### src/rtl/rom_loader.sv
// rom_loader: boot-time program loader for the single-cycle RISC-V core.
// Accepts a framed byte stream (LEN0, LEN1, 4*N data bytes, LSB first),
// writes the assembled 32-bit words into the instruction ROM write port,
// and holds the core in reset until the whole program is committed.
// Optional feature macro: ROM_LOADER_CHECKSUM_EN adds a trailing XOR
// checksum byte covering LEN0, LEN1 and all data bytes.
module rom_loader #(
    parameter int ADDR_W = 12
) (
    input  logic              clk,
    input  logic              rst,
    input  logic              start,
    input  logic [7:0]        in_data,
    input  logic              in_valid,
    output logic              in_ready,
    output logic              rom_we,
    output logic [ADDR_W-1:0] rom_waddr,
    output logic [31:0]       rom_wdata,
    output logic              cpu_rst_n,
    output logic              done,
    output logic              err
);

    localparam int         DEPTH   = 2 ** ADDR_W;
    localparam logic [16:0] DEPTH_W = 17'(DEPTH);

    typedef enum logic [2:0] {
        S_LEN0,
        S_LEN1,
        S_DATA,
`ifdef ROM_LOADER_CHECKSUM_EN
        S_CSUM,
`endif
        S_DONE,
        S_ERR
    } state_t;

    // State entered once the last data word (or an empty frame) is seen.
`ifdef ROM_LOADER_CHECKSUM_EN
    localparam state_t S_TAIL = S_CSUM;
`else
    localparam state_t S_TAIL = S_DONE;
`endif

    state_t      state;
    state_t      next_state;
    logic        accept;
    logic        restart;
    logic [7:0]  len_lo;
    logic [15:0] len_word;
    logic        len_too_big;
    logic [15:0] n_words;
    logic [15:0] word_cnt;
    logic        last_word;
    logic [1:0]  byte_idx;
    logic [23:0] asm_reg;
`ifdef ROM_LOADER_CHECKSUM_EN
    logic [7:0]  csum;
`endif

    assign accept      = in_valid && in_ready;
    assign restart     = start && (state == S_DONE || state == S_ERR);
    assign len_word    = {in_data, len_lo};
    assign len_too_big = {1'b0, len_word} > DEPTH_W;
    assign last_word   = (word_cnt == n_words - 16'd1);

    // State register.
    always_ff @(posedge clk) begin
        if (rst) begin
            state <= S_LEN0;
        end else begin
            state <= next_state;
        end
    end

    // Next-state decode plus the state-derived handshake and status outputs.
    always_comb begin
        next_state = state;
        in_ready   = 1'b0;
        done       = 1'b0;
        err        = 1'b0;
        case (state)
            S_LEN0: begin
                in_ready = 1'b1;
                if (in_valid) begin
                    next_state = S_LEN1;
                end
            end
            S_LEN1: begin
                in_ready = 1'b1;
                if (in_valid) begin
                    if (len_too_big) begin
                        next_state = S_ERR;
                    end else if (len_word == 16'd0) begin
                        next_state = S_TAIL;
                    end else begin
                        next_state = S_DATA;
                    end
                end
            end
            S_DATA: begin
                in_ready = 1'b1;
                if (in_valid && byte_idx == 2'd3 && last_word) begin
                    next_state = S_TAIL;
                end
            end
`ifdef ROM_LOADER_CHECKSUM_EN
            S_CSUM: begin
                in_ready = 1'b1;
                if (in_valid) begin
                    next_state = (in_data == csum) ? S_DONE : S_ERR;
                end
            end
`endif
            S_DONE: begin
                done = 1'b1;
                if (start) begin
                    next_state = S_LEN0;
                end
            end
            S_ERR: begin
                err = 1'b1;
                if (start) begin
                    next_state = S_LEN0;
                end
            end
            default: next_state = S_LEN0;
        endcase
    end

    // Byte capture, word assembly, ROM write strobe and address advance.
    always_ff @(posedge clk) begin
        if (rst) begin
            len_lo    <= 8'd0;
            n_words   <= 16'd0;
            word_cnt  <= 16'd0;
            byte_idx  <= 2'd0;
            asm_reg   <= 24'd0;
            rom_we    <= 1'b0;
            rom_waddr <= '0;
            rom_wdata <= 32'd0;
        end else begin
            rom_we <= 1'b0;
            // The address moves one cycle after the strobe, but not past the
            // final word, so it cannot wrap even when N equals DEPTH.
            if (rom_we && state == S_DATA) begin
                rom_waddr <= rom_waddr + ADDR_W'(1);
            end
            if (accept) begin
                case (state)
                    S_LEN0: len_lo <= in_data;
                    S_LEN1: n_words <= len_word;
                    S_DATA: begin
                        byte_idx <= byte_idx + 2'd1;
                        case (byte_idx)
                            2'd0: asm_reg[7:0]   <= in_data;
                            2'd1: asm_reg[15:8]  <= in_data;
                            2'd2: asm_reg[23:16] <= in_data;
                            default: begin
                                rom_we    <= 1'b1;
                                rom_wdata <= {in_data, asm_reg};
                                word_cnt  <= word_cnt + 16'd1;
                            end
                        endcase
                    end
                    default: ;
                endcase
            end
            if (restart) begin
                word_cnt  <= 16'd0;
                byte_idx  <= 2'd0;
                rom_waddr <= '0;
            end
        end
    end

`ifdef ROM_LOADER_CHECKSUM_EN
    // XOR accumulator over the length bytes and every data byte.
    always_ff @(posedge clk) begin
        if (rst) begin
            csum <= 8'd0;
        end else if (restart) begin
            csum <= 8'd0;
        end else if (accept && (state == S_LEN0 || state == S_LEN1 || state == S_DATA)) begin
            csum <= csum ^ in_data;
        end
    end
`endif

    // Core reset release lags DONE by one cycle so the last ROM write lands first.
    always_ff @(posedge clk) begin
        if (rst) begin
            cpu_rst_n <= 1'b0;
        end else if (restart) begin
            cpu_rst_n <= 1'b0;
        end else begin
            cpu_rst_n <= (state == S_DONE);
        end
    end

endmodule

### config.mk
export PLATFORM = sky130hd
export DESIGN_NAME = rom_loader
export DESIGN_NICKNAME = d
export VERILOG_FILES = /design/src/rtl/rom_loader.sv
export SDC_FILE = /design/constraint.sdc
export NUM_CORES = 1
export LEC_CHECK = 0
export ABC_AREA = 0
export CORE_MARGIN = 2
export CORE_UTILIZATION = 50
export CTS_CLUSTER_DIAMETER = 100
export DETAILED_ROUTE_END_ITERATION = 12
export GPL_TIMING_DRIVEN = 0
export PLACE_DENSITY = 0.76
export SLEW_MARGIN = 10
export SYNTH_ARGS = -nofsm -noshare
export SYNTH_HDL_FRONTEND = slang
export SYNTH_SLANG_ARGS = --single-unit
### constraint.sdc
create_clock -name clk -period 1.66 [get_ports clk]
set_input_delay 0.249 -clock clk [delete_from_list [all_inputs] [get_ports clk]]
set_output_delay 0.249 -clock clk [all_outputs]
set_load 0.005 [all_outputs]
==> flow_summary_export.csv <==
group,metric,value,unit
critical_path,max_stage_delay,0.37,ns
logic_synthesis,synth_nets,640,
sta,post-route-period-util,130,%
critical_path,crit_required,2.10,ns
status,violations,"setup timing",
clock_network,clk_latency,0.54,ns
critical_path,cpMostUsedCell,"nand4_1",
drt,vias,4703,
global_route,grt_pass1_wl,21.7,mm
logic_synthesis,async_reset_ff_share,0,%
logic_synthesis,synth-main-ff-cell,"dfxtp_1",
die,die_w,103,um
cells_and_area,largest_reg_flops,32,
die,coreArea,9680,um^2
worst_hold_path,hp-class,"primary input to flop",
critical_path,worst_r2r_endpoint,"state[0]",
die,die_h,103,um
logic_synthesis,syn_inst,620,
cells_and_area,drive_gt1_share,21.4,%
sta,fmax,464,MHz
sta,skew,0.00878,ns
critical_path,cp.arrival,2.59,ns
global_route,grt_usage,26.6,%
global_route,grt_overflow,0,
clock_network,cts-root-buf,"clkbuf_8",
clock_network,h-tree-depth,4,
placement,place.gp.congestion,0.867,
sta,rsz0062_at_grt,"true",
critical_path,regToRegSetupSlack,-0.49,ns
pwr,p_per_area,978,nW/um^2
clock_network,clk_pin_slew,0.06,ns
logic_synthesis,seq_area_frac_synth,46.7,%
status,status,"complete, but fails checks",
die,fp.dieArea,10700,um^2
critical_path,r2r_start,"n_words[0]",
cells_and_area,fillers,724,
worst_hold_path,hold_end,"len_lo[4]",
pwr,p_leak,0.00276,uW
drt,dr.pass1.iters,5,
logic_synthesis,yosysUniqueCellTypes,42,
sta,maxSlewHeadroom,59.1,%
critical_path,worst-setup-path-type,"flop to flop",
critical_path,path_cells,"inv_1 -> ha_4 -> xor2_1 -> nand4_1 -> nor4_4 -> and3_1 -> nand4_1 -> a311oi_1",
sta,setup_viol,34,
worst_hold_path,min_path_cells,3,
placement,io_buffer_count,59,
cells_and_area,antennaDiodeCount,0,
critical_path,slowest_stage,"nor4_4",
critical_path,rr_worst_depth,8,
global_route,grt_max_degree,17,
logic_synthesis,synth_enable_flop_cells,0,
sta,drv_slew,0,
drt,vias_per_cell,5.39,
pwr,vdd.ir_drop.worst,0.756,mV
logic_synthesis,avgSynthCellArea,7.95,um^2
clock_network,clock_path_buffers,2,
logic_synthesis,ys_ff_latch,115,
pwr,finalPower,6820,uW
critical_path,critPathCaptureType,"flop",
logic_synthesis,synth_area,4930,um^2
drt,drc_errors,0,
cells_and_area,layout.nets,746,
logic_synthesis,synth_warnings,0,
die,initial_core_util,50.9,%
die,rows,36,
sta,fin_ws,-0.493,ns
sta,finalHoldViolCount,0,
worst_hold_path,hp-start,"in_data[4]",
global_route,grt_pass1_vias,4676,
sta,period_minus_slack,2.15,ns
placement,dp_hpwl,8.75,mm
drt,drt_iter0_markers,223,
drt,ant_nets,0,
clock_network,cts_inserted_buffers,17,
clock_network,cts_tree,"done",
drt,drt-total-wl,14.0,mm
die,num_io_pins,61,
clock_network,clock_sinks,115,
sta,hold_slack,0.220,ns
global_route,antenna_found_initial,0,
critical_path,cp_max_fo,2,
clock_network,cts_hold_buf,0,
cells_and_area,syn2layout_area_growth,41.5,%
flow_run,maxCapViolCount,0,
cells_and_area,seq_area,2350,um^2
drt,wl_per_cell,16.0,um
sta,worstMarginPinSlew,0.614,ns
critical_path,crit_path_start_kind,"flop",
cells_and_area,multi_input_area,2780,um^2
cell families after synthesis:
| family | synth area share (%) |
|---|---|
| AND/OR/NAND/NOR | 26.7 |
| buffers and inverters | 3.38 |
| multiplexers | 0.406 |
| XOR/XNOR | 8.18 |
| AO/OA/AOI/OAI | 12.6 |
| flip-flops | 46.7 |
| adder cells (fa/ha/maj) | 2.03 |
report_power, final:
part	internal [uW]	total, uW	leakage (uW)	switching (uW)
Combinational	173	427	0.00153	254
Clock	2290	3580	0.000281	1280
Sequential	2780	2820	0.000941	36.2
Total	5250	6820	0.00276	1570
through the flow:
| stage | setup slack (ns) | util, % | instance area (um^2) | cells | TNS [ns] |
|---|---|---|---|---|---|
| floorplan | -0.0799 | - | 4950 | 620 | -0.110 |
| global placement | -0.748 | 58.9 | 5710 | 812 | -55.55 |
| detailed placement | -0.828 | 58.9 | 5710 | 812 | -61.14 |
| CTS | -0.396 | 68.3 | 6610 | 863 | -1.31 |
| global route | -0.514 | 72.0 | 6970 | 872 | -6.17 |
| finish | -0.493 | 72.0 | 6970 | 872 | -1.83 |
worst max-delay path: cells and delay by family (launching register included):
family | cells | cell delay, ns
AND/OR/NAND/NOR | 4 | 0.93
buffers and inverters | 1 | 0.07
flip-flops | 1 | 0.35
XOR/XNOR | 1 | 0.17
adder cells (fa/ha/maj) | 1 | 0.27
AO/OA/AOI/OAI | 1 | 0.27
cell type report:
type | count | share of cell area [%]
multi-input combinational | 462 | 39.9
sequential | 115 | 33.7
timing repair buffer | 88 | 12.4
clock buffer | 24 | 6.89
buffer | 32 | 2.78
tap | 133 | 2.39
clock inverter | 8 | 1.42
inverter | 10 | 0.574
cell usage after synthesis (all sizes together), types with 2 or more instances:
cell / count / area share, %
dfxtp: 115 / 47
nor3: 9 / 1.0
nand2: 163 / 12
a211oi: 2 / 0.30
buf: 4 / 0.41
clkbuf: 29 / 2.2
nand2b: 5 / 0.63
nor4: 5 / 0.63
mux2i: 2 / 0.41
o21ai: 6 / 0.61
a311oi: 2 / 0.36
nand3: 33 / 3.4
nand3b: 2 / 0.30
or3: 6 / 0.86
xor2: 22 / 3.9
a21oi: 93 / 9.4
xnor2: 24 / 4.3
nand4: 10 / 1.3
inv: 10 / 0.76
nor3b: 2 / 0.30
ha: 8 / 2.0
and3: 4 / 0.51
nor2: 46 / 3.5
and2: 2 / 0.25
layout by cell type (no fill, tap or decap), drive strengths merged, types with 10 or more instances in the layout:
master / instances
nand2: 163
a21oi: 93
nand4: 10
xor2: 22
buf: 42
nand3: 33
dfxtp: 115
clkbuf: 46
dlymetal6s2s: 17
nor2: 46
xnor2: 24
clkdlybuf4s50: 37
inv: 11
worst max-delay path by stage:
| stage | start | endpoint | slack (ns) | cells after the start |
|---|---|---|---|---|
| final | n_words[0] | state[0] | -0.49 | 8 |
| after global routing | n_words[0] | state[0] | -0.51 | 8 |
| after CTS | n_words[9] | state[0] | -0.40 | 6 |
| after detailed placement | in_data[3] | state[0] | -0.83 | 7 |
| after global placement | in_data[3] | state[0] | -0.75 | 7 |
| after floorplan | n_words[10] | state[0] | -0.08 | 7 |
metal layers:
layer / wire length (um) / global-route usage (%) / up-vias
met2: 7120 / 46.4 / 144
li1: - / - / 2298
met3: 754 / 7.33 / 36
met5: 0 / 0 / -
met4: 334 / 10.8 / 0
met1: 5770 / 31.0 / 2225
what timing repair did:
item | 4_1_cts | 5_1_grt
resized for setup | 82 | 97
setup buffers | 19 | 9
pin swaps | 14 | 16
gates cloned | 0 | 1
setup endpoints to repair | 112 | 117
No activity file was read; power rests on OpenSTA's default activity.
